--- src/rtl/branch_hazard_unit_pkg.sv ---
// Shared pipeline definitions for the branch hazard unit: FSM states,
// operand-forward select encodings and stall-reason encodings.
package branch_hazard_unit_pkg;

    localparam int unsigned STALL_CNT_W = 8;
    localparam int unsigned PERF_W      = 32;

    typedef enum logic [1:0] {
        IDLE     = 2'b00,
        EX_WAIT  = 2'b01,
        MEM_WAIT = 2'b10
    } hz_state_e;

    localparam logic [1:0] FWD_RF   = 2'b00;
    localparam logic [1:0] FWD_ALU  = 2'b10;
    localparam logic [1:0] FWD_LOAD = 2'b01;

    localparam logic [1:0] REASON_NONE = 2'b00;
    localparam logic [1:0] REASON_EX   = 2'b01;
    localparam logic [1:0] REASON_MEM  = 2'b10;

    // Map the wait state to the externally visible stall reason.
    function automatic logic [1:0] state_reason(input hz_state_e s);
        logic [1:0] r;
        r = REASON_NONE;
        case (s)
            EX_WAIT:  r = REASON_EX;
            MEM_WAIT: r = REASON_MEM;
            default:  r = REASON_NONE;
        endcase
        return r;
    endfunction

endpackage

--- src/rtl/branch_src_match.sv ---
// One branch source operand: liveness, EX-producer hit, pending MEM load,
// and the forward select this operand would use if the pipe is not stalled.
module branch_src_match
    import branch_hazard_unit_pkg::*;
#(
    parameter int unsigned REG_ADDR_W = 5
) (
    input  logic                  branch,
    input  logic [REG_ADDR_W-1:0] rs,
    input  logic                  used,
    input  logic [REG_ADDR_W-1:0] ex_rd,
    input  logic                  ex_reg_write,
    input  logic [REG_ADDR_W-1:0] mem_rd,
    input  logic                  mem_reg_write,
    input  logic                  mem_mem_read,
    input  logic                  mem_ready,
    output logic                  ex_hit_c,
    output logic                  mem_pend_c,
    output logic [1:0]            fwd_sel_c
);

    logic live;
    logic mem_match;

    // Register 0 is hardwired, so it never creates a dependency.
    always_comb begin
        live       = branch & used & (rs != '0);
        mem_match  = live & mem_reg_write & (rs == mem_rd);
        ex_hit_c   = live & ex_reg_write & (rs == ex_rd);
        mem_pend_c = mem_match & mem_mem_read & ~mem_ready;
        fwd_sel_c  = FWD_RF;
        if (mem_match) begin
            fwd_sel_c = mem_mem_read ? FWD_LOAD : FWD_ALU;
        end
    end

endmodule

--- src/rtl/branch_hazard_unit.sv ---
// Branch hazard unit: stalls an ID-stage branch whose sources are produced
// in EX or by a not-yet-ready MEM load, selects MEM forwarding otherwise,
// and flags stalls that run too long.
// Optional build macro: BRANCH_HAZARD_PERF_EN adds saturating perf counters.
module branch_hazard_unit
    import branch_hazard_unit_pkg::*;
#(
    parameter int unsigned REG_ADDR_W = 5,
    parameter int unsigned MAX_STALL  = 15
) (
    input  logic                  clk,
    input  logic                  reset,
    input  logic                  id_branch,
    input  logic [REG_ADDR_W-1:0] id_rs1,
    input  logic [REG_ADDR_W-1:0] id_rs2,
    input  logic                  id_rs1_used,
    input  logic                  id_rs2_used,
    input  logic [REG_ADDR_W-1:0] ex_rd,
    input  logic                  ex_reg_write,
    input  logic [REG_ADDR_W-1:0] mem_rd,
    input  logic                  mem_reg_write,
    input  logic                  mem_mem_read,
    input  logic                  mem_ready,
    input  logic                  flush,
    output logic [1:0]            fwd_sel_1,
    output logic [1:0]            fwd_sel_2,
    output logic                  stall,
    output logic [1:0]            stall_reason,
    output logic                  hazard_timeout
`ifdef BRANCH_HAZARD_PERF_EN
    ,
    output logic [PERF_W-1:0]     perf_stall_cycles,
    output logic [PERF_W-1:0]     perf_branches
`endif
);

    localparam logic [STALL_CNT_W-1:0] CNT_MAX = STALL_CNT_W'(MAX_STALL);

    logic                   ex_hit_1, ex_hit_2;
    logic                   mem_pend_1, mem_pend_2;
    logic [1:0]             fsel_1, fsel_2;
    logic                   ex_hit, mem_pend;
    hz_state_e              state_q, state_d;
    logic [STALL_CNT_W-1:0] stall_cnt_q;

    branch_src_match #(.REG_ADDR_W(REG_ADDR_W)) u_src1 (
        .branch        (id_branch),
        .rs            (id_rs1),
        .used          (id_rs1_used),
        .ex_rd         (ex_rd),
        .ex_reg_write  (ex_reg_write),
        .mem_rd        (mem_rd),
        .mem_reg_write (mem_reg_write),
        .mem_mem_read  (mem_mem_read),
        .mem_ready     (mem_ready),
        .ex_hit_c      (ex_hit_1),
        .mem_pend_c    (mem_pend_1),
        .fwd_sel_c     (fsel_1)
    );

    branch_src_match #(.REG_ADDR_W(REG_ADDR_W)) u_src2 (
        .branch        (id_branch),
        .rs            (id_rs2),
        .used          (id_rs2_used),
        .ex_rd         (ex_rd),
        .ex_reg_write  (ex_reg_write),
        .mem_rd        (mem_rd),
        .mem_reg_write (mem_reg_write),
        .mem_mem_read  (mem_mem_read),
        .mem_ready     (mem_ready),
        .ex_hit_c      (ex_hit_2),
        .mem_pend_c    (mem_pend_2),
        .fwd_sel_c     (fsel_2)
    );

    // Same-cycle stall and forward selection; independent of FSM state so
    // back-to-back EX and MEM stalls chain without a gap.
    always_comb begin
        ex_hit    = ex_hit_1 | ex_hit_2;
        mem_pend  = mem_pend_1 | mem_pend_2;
        stall     = (ex_hit | mem_pend) & ~flush & ~reset;
        fwd_sel_1 = FWD_RF;
        fwd_sel_2 = FWD_RF;
        if (!stall && !reset) begin
            fwd_sel_1 = fsel_1;
            fwd_sel_2 = fsel_2;
        end
    end

    // Next-state: EX producer wins over a pending load; flush cancels both.
    always_comb begin
        state_d = IDLE;
        if (!flush) begin
            if (ex_hit) begin
                state_d = EX_WAIT;
            end else if (mem_pend) begin
                state_d = MEM_WAIT;
            end
        end
    end

    // State register.
    always_ff @(posedge clk) begin
        if (reset) begin
            state_q <= IDLE;
        end else begin
            state_q <= state_d;
        end
    end

    // Stall reason is a direct decode of the registered state.
    always_comb begin
        stall_reason = state_reason(state_q);
    end

    // Consecutive-stall counter and sticky timeout flag.
    always_ff @(posedge clk) begin
        if (reset) begin
            stall_cnt_q    <= '0;
            hazard_timeout <= 1'b0;
        end else if (stall) begin
            if (stall_cnt_q < CNT_MAX) begin
                stall_cnt_q <= stall_cnt_q + STALL_CNT_W'(1);
            end
            if (stall_cnt_q >= CNT_MAX - STALL_CNT_W'(1)) begin
                hazard_timeout <= 1'b1;
            end
        end else begin
            stall_cnt_q <= '0;
        end
    end

`ifdef BRANCH_HAZARD_PERF_EN
    // Saturating counters of stall cycles and branches that issued.
    always_ff @(posedge clk) begin
        if (reset) begin
            perf_stall_cycles <= '0;
            perf_branches     <= '0;
        end else begin
            if (stall && (perf_stall_cycles != '1)) begin
                perf_stall_cycles <= perf_stall_cycles + PERF_W'(1);
            end
            if (id_branch && !stall && !flush && (perf_branches != '1)) begin
                perf_branches <= perf_branches + PERF_W'(1);
            end
        end
    end
`endif

endmodule

--- config.mk ---
export PLATFORM = sky130hd
export DESIGN_NAME = branch_hazard_unit
export DESIGN_NICKNAME = d
export VERILOG_FILES = /design/src/rtl/branch_hazard_unit_pkg.sv /design/src/rtl/branch_src_match.sv /design/src/rtl/branch_hazard_unit.sv
export SDC_FILE = /design/constraint.sdc
export NUM_CORES = 1
export LEC_CHECK = 0
export BUFFER_PORTS_ARGS = -buffer_cell sky130_fd_sc_hd__buf_2
export CAP_MARGIN = 20
export CORE_UTILIZATION = 50
export CTS_BUF_LIST = sky130_fd_sc_hd__clkbuf_16
export DETAILED_ROUTE_END_ITERATION = 8
export PLACE_DENSITY = 0.84
export SETUP_SLACK_MARGIN = 0.05
export SLEW_MARGIN = 10
export SYNTH_ARGS = -nofsm -noshare
export SYNTH_HDL_FRONTEND = slang
export SYNTH_SLANG_ARGS = --single-unit
export TNS_END_PERCENT = 30
--- constraint.sdc ---
create_clock -name clk -period 2.3 [get_ports clk]
set_clock_uncertainty 0.05 [all_clocks]
set_input_delay 0.115 -clock clk [delete_from_list [all_inputs] [get_ports clk]]
set_output_delay 0.115 -clock clk [all_outputs]
set_load 0.01 [all_outputs]
==> impl_metrics.tcl, run 1 <==
set metrics [dict create \
    ctsResizeCount 0 \
    ys_types 30 \
    hold_violations 0 \
    synth_nets 128 \
    cts_setup_buffers 0 \
    ys_async_sr_fraction_pct 0 \
    first_global_vias 826 \
    grt_usage_pct 23.8 \
    yosys.area_share.simple_pct 21.4 \
    peakVddDrop_mv 0.280 \
    multiInputGateArea_um2 597 \
    rsz0062_at_grt "no" \
    utilization_pct 73.3 \
    grt_pass1_wl_um 3390 \
    cts_buffer_depth 2 \
    drv_cap 0 \
    clkTransAtPathRegs_ns 0.04 \
    finalWirelength_um 2060 \
    slew_viol_final 0 \
    fmax_ghz 0.553 \
    cp_data_required_time_ns 2.13 \
    internal_power_mw 0.465 \
    synthMuxAreaShare_pct 1.30 \
    areaGrowthSynthToFinish_pct 31.9 \
    min_period_ns 1.81 \
    synth_flop_cell "dfxtp_1" \
    ctsHoldBuffers 0 \
    ios 38 \
    grt_overflow 0 \
    antenna_found_initial 0 \
    synth-compound-area-share_pct 22.1 \
    whs_ns 0.0440 \
    dieWidth_um 43.6 \
    crit_fanout 3 \
    clockRootBuffer "clkbuf_16" \
    syn_area_um2 866 \
    synth_top_family_by_area "compound AO/OA/AOI/OAI gates" \
    min_period_over_period_pct 78.6 \
    start_kind "input port" \
    drtPass1Iterations 4 \
    core-area_um2 1560 \
    clkPwrFrac_pct 53.1 \
    crit_arrival_ns 1.64 \
    cts.sinks 11 \
    combPwrFrac_pct 14.8 \
    routed_via_density 5.56 \
    worstMarginPinSlew_ns 0.549 \
    drive_above_1_share_pct 41.2 \
    cellLeakagePower_nw 0.470 \
    seq_power_share_pct 32.1 \
    netlist_instances 96 \
    htreeDepth 1 \
    vias 845 \
    mostFrequentLayoutCells "buf_2, xnor2_1, dfxtp_1" \
    drt_iter0_drc 14 \
    num-fill-cells 132 \
    cp-end-kind "primary output" \
    die_area_um2 1900 \
    clock_latency_ns 0.24 \
    routedWlPerCell_um 13.5 \
    synth_edf_count 0 \
    synthXorXnorAreaFrac_pct 21.2 \
    path_class "in2out" \
    totalPowerFinal_mw 0.597 \
    p_switching_mw 0.132 \
    portBuffers 37 \
    hpwl_um 1610 \
    cts_buffers 3 \
    initial_core_util_pct 55.5 \
    setup_violations 0 \
    syn_avg_cell_area_um2 9.02 \
    grt_start_max_net_pins 14 \
    yosysWarnings 0 \
    yosys.area_share.adder_pct 2.89 \
    finalSetupTns_ns 0 \
    run_status "finished, final reports clean" \
    ant_nets 0 \
    cts_tree "yes" \
    ys_ff_latch 11 \
    nets 169 \
    antenna_cells 0 \
    power_density_nw_per_um2 523 \
    power.share.switching_pct 22.1 \
    std_cell_rows 14 \
    seq_area_um2 220 \
    slew_headroom_pct 63.1 \
    hold_path_class "in2reg" \
    yosysSeqAreaShare_pct 25.4 \
    drc 0 \
    gp_congestion 0.895 \
    layout_commonest_cell "buf_2" \
    fp.dieH_um 43.6 \
]
layout make-up:
type | count | share of cell area, %
inverters | 7 | 2.30
repair buffers | 39 | 17.5
clock buffers | 3 | 6.57
flip-flops and latches | 11 | 19.3
multi-input cells | 75 | 52.2
clock inverters | 1 | 0.329
well taps | 16 | 1.75
stage by stage:
stage | area (um2) | std cells | setup slack (ns)
finish | 1140 | 152 | 0.491
detailed placement | 1060 | 148 | 0.483
floorplan | 866 | 96 | 0.675
global placement | 1060 | 148 | 0.539
global route | 1140 | 152 | 0.349
CTS | 1140 | 152 | 0.486
sequential cells by signal (all words and copies together) (netlist names):
signal	flops
state_q	2
stall_cnt_q	8
hazard_timeout	1
cells in the mapped netlist (all sizes together) (2+ instances only):
library cell | n | area, um2
nand2 | 4 | 15.0
dfxtp | 11 | 220
nor4 | 3 | 18.8
nor4bb | 2 | 20.0
o21ai | 3 | 18.8
buf | 2 | 18.8
xnor2 | 17 | 149
xor2 | 4 | 35.0
or4 | 4 | 37.5
a21oi | 4 | 20.0
o211a | 2 | 20.0
nor2 | 5 | 18.8
inv | 7 | 26.3
nor2b | 3 | 18.8
a211oi | 8 | 100
ha | 2 | 25.0
nand4 | 5 | 31.3
power by group through the flow:
stage          Clock, mW  Sequential (mW)  Combinational (mW)
6_report           0.317            0.192              0.0884
5_1_grt            0.331            0.191              0.0979
4_1_cts            0.319            0.192              0.0888
3_5_place_dp           0            0.195              0.0887
3_3_place_gp           0            0.195              0.0860
2_1_floorplan          0            0.195              0.0444
kinds of logic (layout without fill, tap and decap cells):
family | count (synthesis) | in the layout
adder cells (fa/ha/maj) | 2 | 2
buffers and inverters | 10 | 50
XOR/XNOR | 21 | 21
multiplexers | 1 | 1
AND/OR/NAND/NOR | 30 | 30
AO/OA/AOI/OAI | 21 | 21
flip-flops | 11 | 11
routing by layer:
layer / vias to the layer above / routed length (um) / track usage (%)
met4: 0 / 14 / 8.13
li1: 430 / - / -
met3: 2 / 67 / 3.75
met5: - / 0 / 0
met2: 24 / 1120 / 48.1
met1: 389 / 854 / 23.8
critical path, cell delays in order:
cell      delay, ns
buf_2          0.12
or4_1          0.52
o21ai_1        0.18
or4_4          0.17
a31oi_1        0.10
nor4bb_1       0.26
buf_2          0.17
final timing paths:
check                           cells past startpoint                           to  slack (ns)                        start
worst min-delay path                                2  hazard_timeout$_SDFFE_PP0P_        0.04                        reset
worst max register to register                      5  stall_cnt_q[3]$_SDFFE_PP0N_        0.70  stall_cnt_q[4]$_SDFFE_PP0N_
worst max-delay path                                7                 fwd_sel_1[0]        0.49                    id_rs1[1]
worst min register to register                      2  stall_cnt_q[7]$_SDFFE_PP0N_        0.41  stall_cnt_q[7]$_SDFFE_PP0N_
(Power assumes the default switching activity.)
==> run 2, diff against run 1 <==
- CORE_ASPECT_RATIO: not set -> 0.7
- CORE_UTILIZATION: 50 -> 42
- PLACE_DENSITY: 0.84 -> 0.75
- clock period: 2.3 -> 1.5 ns (I/O delays scaled with it)
==> impl_metrics.tcl, run 2 (synthesis gave the netlist of run 1 again) <==
set metrics [dict create \
    run_status "finished, violations left" \
    failed_checks "setup timing" \
    first_global_vias 847 \
    r2r_end "stall_cnt_q[3]$_SDFFE_PP0N_" \
    cp_data_required_time_ns 1.37 \
    cellLeakagePower_nw 0.618 \
    clock_latency_ns 0.24 \
    slew_viol_final 0 \
    grt_pass1_wl_um 4090 \
    peakVddDrop_mv 0.752 \
    die_area_um2 2250 \
    routedWlPerCell_um 16.7 \
    regMostFlops "stall_cnt_q" \
    antenna_cells 0 \
    ctsHoldBuffers 0 \
    min_period_ns 1.79 \
    dieWidth_um 56.3 \
    cts_buffer_depth 2 \
    ant_nets 0 \
    place_area_um2 1200 \
    fmax_ghz 0.559 \
    path_class "in2out" \
    setup_violations 15 \
    routed_via_density 5.62 \
    cts_buffers 3 \
    top_usage_layer "met2" \
    utilization_pct 76.5 \
    gp_congestion 0.902 \
    areaGrowthSynthToFinish_pct 68.1 \
    cts_tree "yes" \
    portBuffers 37 \
    hpwl_um 1870 \
    design_area_um2 1460 \
    rsz0062_at_grt "yes" \
    reg_top3 "stall_cnt_q: 8 flops, state_q: 2 flops, hazard_timeout: 1 flops" \
    initial_core_util_pct 45.5 \
    grt_overflow 0 \
    drc 0 \
    drt_iter0_drc 59 \
    slew_headroom_pct 74.5 \
    drive_above_1_share_pct 53.9 \
    crit_fanout 3 \
    hold_path_class "in2reg" \
    cts.sinks 11 \
    use_met1_pct 32.6 \
    min_period_over_period_pct 119 \
    core-area_um2 1900 \
    start_kind "input port" \
    setup_ws_ns -0.290 \
    drv_cap 0 \
    use_met3_pct 8.06 \
    r2r.worst_path.cells 4 \
    clockRootBuffer "clkbuf_16" \
    power_density_nw_per_um2 676 \
    grt_usage_pct 25.6 \
    met2_usage_pct 44.3 \
    cp-end-kind "primary output" \
    htreeDepth 1 \
    r2r-start "stall_cnt_q[4]$_SDFFE_PP0N_" \
    hold_violations 0 \
    min_from "reset" \
    layout_commonest_cell "buf_2" \
    largest_reg_flops 8 \
    nets 185 \
    crit_arrival_ns 1.66 \
    hold_path_end "hazard_timeout$_SDFFE_PP0P_" \
    fp.dieH_um 40.0 \
    drtPass1Iterations 5 \
    std_cell_rows 13 \
    antenna_found_initial 0 \
    worstMarginPinSlew_ns 0.379 \
    finalWirelength_um 2900 \
    grt_start_max_net_pins 12 \
    min_path_cells 2 \
    ios 38 \
    dp_slack_ns -0.276 \
    clkTransAtPathRegs_ns 0.04 \
    mostFrequentLayoutCells "buf_2, buf_4, xnor2_1" \
    rrSetupSlack_ns 0.04 \
    vias 978 \
]
run 2: cell count changes in the layout (fill, tap and decap cells not counted), sizes merged:
cell / change
buf: +16
run 2: layout make-up:
class / count / area [um2]
Clock buffer: 3 / 75.1
Sequential cell: 11 / 220
Timing Repair Buffer: 55 / 429
Fill cell: 122 / 448
Multi-Input combinational cell: 75 / 673
Inverter: 7 / 26.3
Clock inverter: 1 / 3.75
Tap cell: 22 / 27.5
run 2: how the worst max path moves through the flow:
stage              start                          end  slack (ns)
5_1_grt        id_rs1[4]                 fwd_sel_1[0]       -0.33
3_5_place_dp   id_rs1[1]  stall_cnt_q[4]$_SDFFE_PP0N_       -0.28
6_report       id_rs1[4]                 fwd_sel_1[0]       -0.29
2_1_floorplan  id_rs1[1]                 fwd_sel_1[0]       -0.05
3_3_place_gp   id_rs1[1]  stall_cnt_q[5]$_SDFFE_PP0N_       -0.25
4_1_cts        id_rs1[0]                 fwd_sel_1[0]       -0.18
run 2: per-layer routing:
metal  share of wire [%]  routed length [um]
met1                  47                1360
met4                0.28                   8
met2                  48                1390
met3                 4.9                 143
met5                   0                   0
run 2: through the flow:
step | instances | setup TNS (ns) | power [mW] | hold WS [ns]
detailed placement | 167 | -3.69 | 0.456 | 0.256
finish | 174 | -3.38 | 0.983 | 0.0105
global route | 174 | -4.03 | 1.02 | 0.0267
global placement | 167 | -3.35 | 0.452 | 0.249
floorplan | 96 | -0.0904 | 0.367 | 0.0971
CTS | 173 | -1.45 | 0.966 | 0.00835
run 2: power by group:
| part | internal [mW] | switching, mW | total, mW |
|---|---|---|---|
| combinational | 0.115 | 0.0940 | 0.209 |
| sequential | 0.294 | 0.000143 | 0.294 |
| clock | 0.350 | 0.130 | 0.480 |
| total | 0.759 | 0.224 | 0.983 |
run 2: timing repair:
item	in CTS	in global routing
setup buffers	2	1
gates cloned	0	0
resized for setup	30	5
setup endpoints to repair	14	16
pin swaps	18	4
run 2: worst max-delay path: stages:
cell	delay, ns
buf_2	0.13
xnor2_1	0.27
nand4_1	0.16
nor4_1	0.33
buf_4	0.19
buf_4	0.10
nor4bb_1	0.24
buf_2	0.17
==> run 3, diff against run 2 <==
- CELL_PAD_IN_SITES_DETAIL_PLACEMENT: not set -> 1
- CELL_PAD_IN_SITES_GLOBAL_PLACEMENT: not set -> 1
- CORE_UTILIZATION: 42 -> 36
- MAX_ROUTING_LAYER: not set -> met4
- PLACE_DENSITY: 0.75 -> not set
- PLACE_DENSITY_LB_ADDON: not set -> 0.1
- clock period: 1.5 -> 2.3 ns (I/O delays scaled with it)
==> impl_metrics.tcl, run 3 (synthesis gave the netlist of run 1 again) <==
set metrics [dict create \
    min_period_over_period_pct 80.8 \
    grt_overflow 0 \
    crit_arrival_ns 1.69 \
    crit_fanout 5 \
    vias 864 \
    gp_congestion 0.818 \
    routed_via_density 5.14 \
    hold_path_class "in2reg" \
    grt_pass1_wl_um 4130 \
    portBuffers 37 \
    whs_ns 0.0680 \
    clockRootBuffer "clkbuf_16" \
    run_status "finished, final reports clean" \
    finalWirelength_um 2440 \
    min_period_ns 1.86 \
    ios 38 \
    r2r_end "stall_cnt_q[3]$_SDFFE_PP0N_" \
    drv_cap 0 \
    peakVddDrop_mv 0.299 \
    drive_above_1_share_pct 41.2 \
    path_class "in2out" \
    crit_path_end "stall" \
    hold_violations 0 \
    r2r.worst_path.cells 5 \
    slew_viol_final 0 \
    start_kind "input port" \
    regMostFlops "stall_cnt_q" \
    clkTransAtPathRegs_ns 0.04 \
    antenna_found_initial 0 \
    rrSetupSlack_ns 0.78 \
    finalNonFillerCells 168 \
    fp.dieH_um 43.0 \
    totalPowerFinal_mw 0.596 \
    ctsHoldBuffers 0 \
    std_cell_rows 14 \
    cellLeakagePower_nw 0.470 \
    dieWidth_um 60.6 \
    drt_iter0_drc 23 \
    first_global_vias 875 \
    htreeDepth 1 \
    ant_nets 0 \
    drc 0 \
    finalSetupTns_ns 0 \
    worstMarginPinSlew_ns 0.540 \
    areaGrowthSynthToFinish_pct 34.2 \
    setup_violations 0 \
    cts_tree "yes" \
    routedWlPerCell_um 14.5 \
    r2r-start "stall_cnt_q[4]$_SDFFE_PP0N_" \
    cp_data_required_time_ns 2.13 \
    reg_top3 "stall_cnt_q: 8 flops, state_q: 2 flops, hazard_timeout: 1 flops" \
    ctsResizeCount 0 \
    die_area_um2 2610 \
    fmax_ghz 0.538 \
    grt_start_max_net_pins 14 \
    nets 169 \
    mostFrequentLayoutCells "buf_2, xnor2_1, dfxtp_1" \
    layout_commonest_cell "buf_2" \
    antenna_cells 0 \
    hpwl_um 2030 \
    cts_buffers 3 \
    place_area_um2 1080 \
    crit_path_start "id_rs1[1]" \
    design_area_um2 1160 \
    cts_buffer_depth 2 \
    dpl.cell_count 164 \
    initial_core_util_pct 39.2 \
    largest_reg_flops 8 \
    grt_usage_pct 22.7 \
    drtPass1Iterations 4 \
    power_density_nw_per_um2 513 \
    min_from "reset" \
    slew_headroom_pct 63.7 \
    cts.sinks 11 \
    clock_latency_ns 0.24 \
    cp-end-kind "primary output" \
    core-area_um2 2210 \
    cts_setup_buffers 0 \
    rsz0062_at_grt "no" \
]
-- run 3: cell count changes in the layout (fill, tap and decap cells not counted), sizes merged --
cell / change
buf: -16
-- run 3: worst max-delay path: stages --
cell	delay (ns)
buf_2	0.12
or4_1	0.51
o21ai_1	0.18
nor4_1	0.12
o21ai_1	0.36
a21oi_1	0.13
buf_2	0.15
-- run 3: cell type report --
class / count / area, um2
Multi-Input combinational cell: 75 / 597
Inverter: 7 / 26.3
Clock buffer: 3 / 75.1
Tap cell: 32 / 40.0
Clock inverter: 1 / 3.75
Fill cell: 282 / 1040
Timing Repair Buffer: 39 / 200
Sequential cell: 11 / 220
-- run 3: routing by layer --
metal	wire, um	vias to the layer above	part of all wire [%]	global-route usage [%]
li1	-	432	-	-
met5	0	-	0	-
met2	1130	25	46	36.3
met4	27	0	1.1	5.45
met1	1190	403	49	28.6
met3	94	4	3.8	5.49
-- run 3: metrics by stage --
stage	utilization (%)	setup slack, ns
2_1_floorplan	-	0.675
3_3_place_gp	49.1	0.396
3_5_place_dp	49.1	0.350
4_1_cts	52.7	0.429
5_1_grt	52.7	0.287
6_report	52.7	0.441
-- run 3: how the worst min path moves through the flow --
stage	slack, ns	depth (start not counted)	to
floorplan	0.14	1	hazard_timeout$_SDFFE_PP0P_
global placement	0.29	2	hazard_timeout$_SDFFE_PP0P_
detailed placement	0.30	2	hazard_timeout$_SDFFE_PP0P_
CTS	0.06	2	hazard_timeout$_SDFFE_PP0P_
global route	0.08	2	hazard_timeout$_SDFFE_PP0P_
finish	0.07	2	hazard_timeout$_SDFFE_PP0P_
-- run 3: report_power, final --
part / internal [mW] / switching, mW / leakage (nW)
sequential: 0.192 / 0.000103 / 0.0885
combinational: 0.0452 / 0.0466 / 0.339
clock: 0.228 / 0.0847 / 0.0423
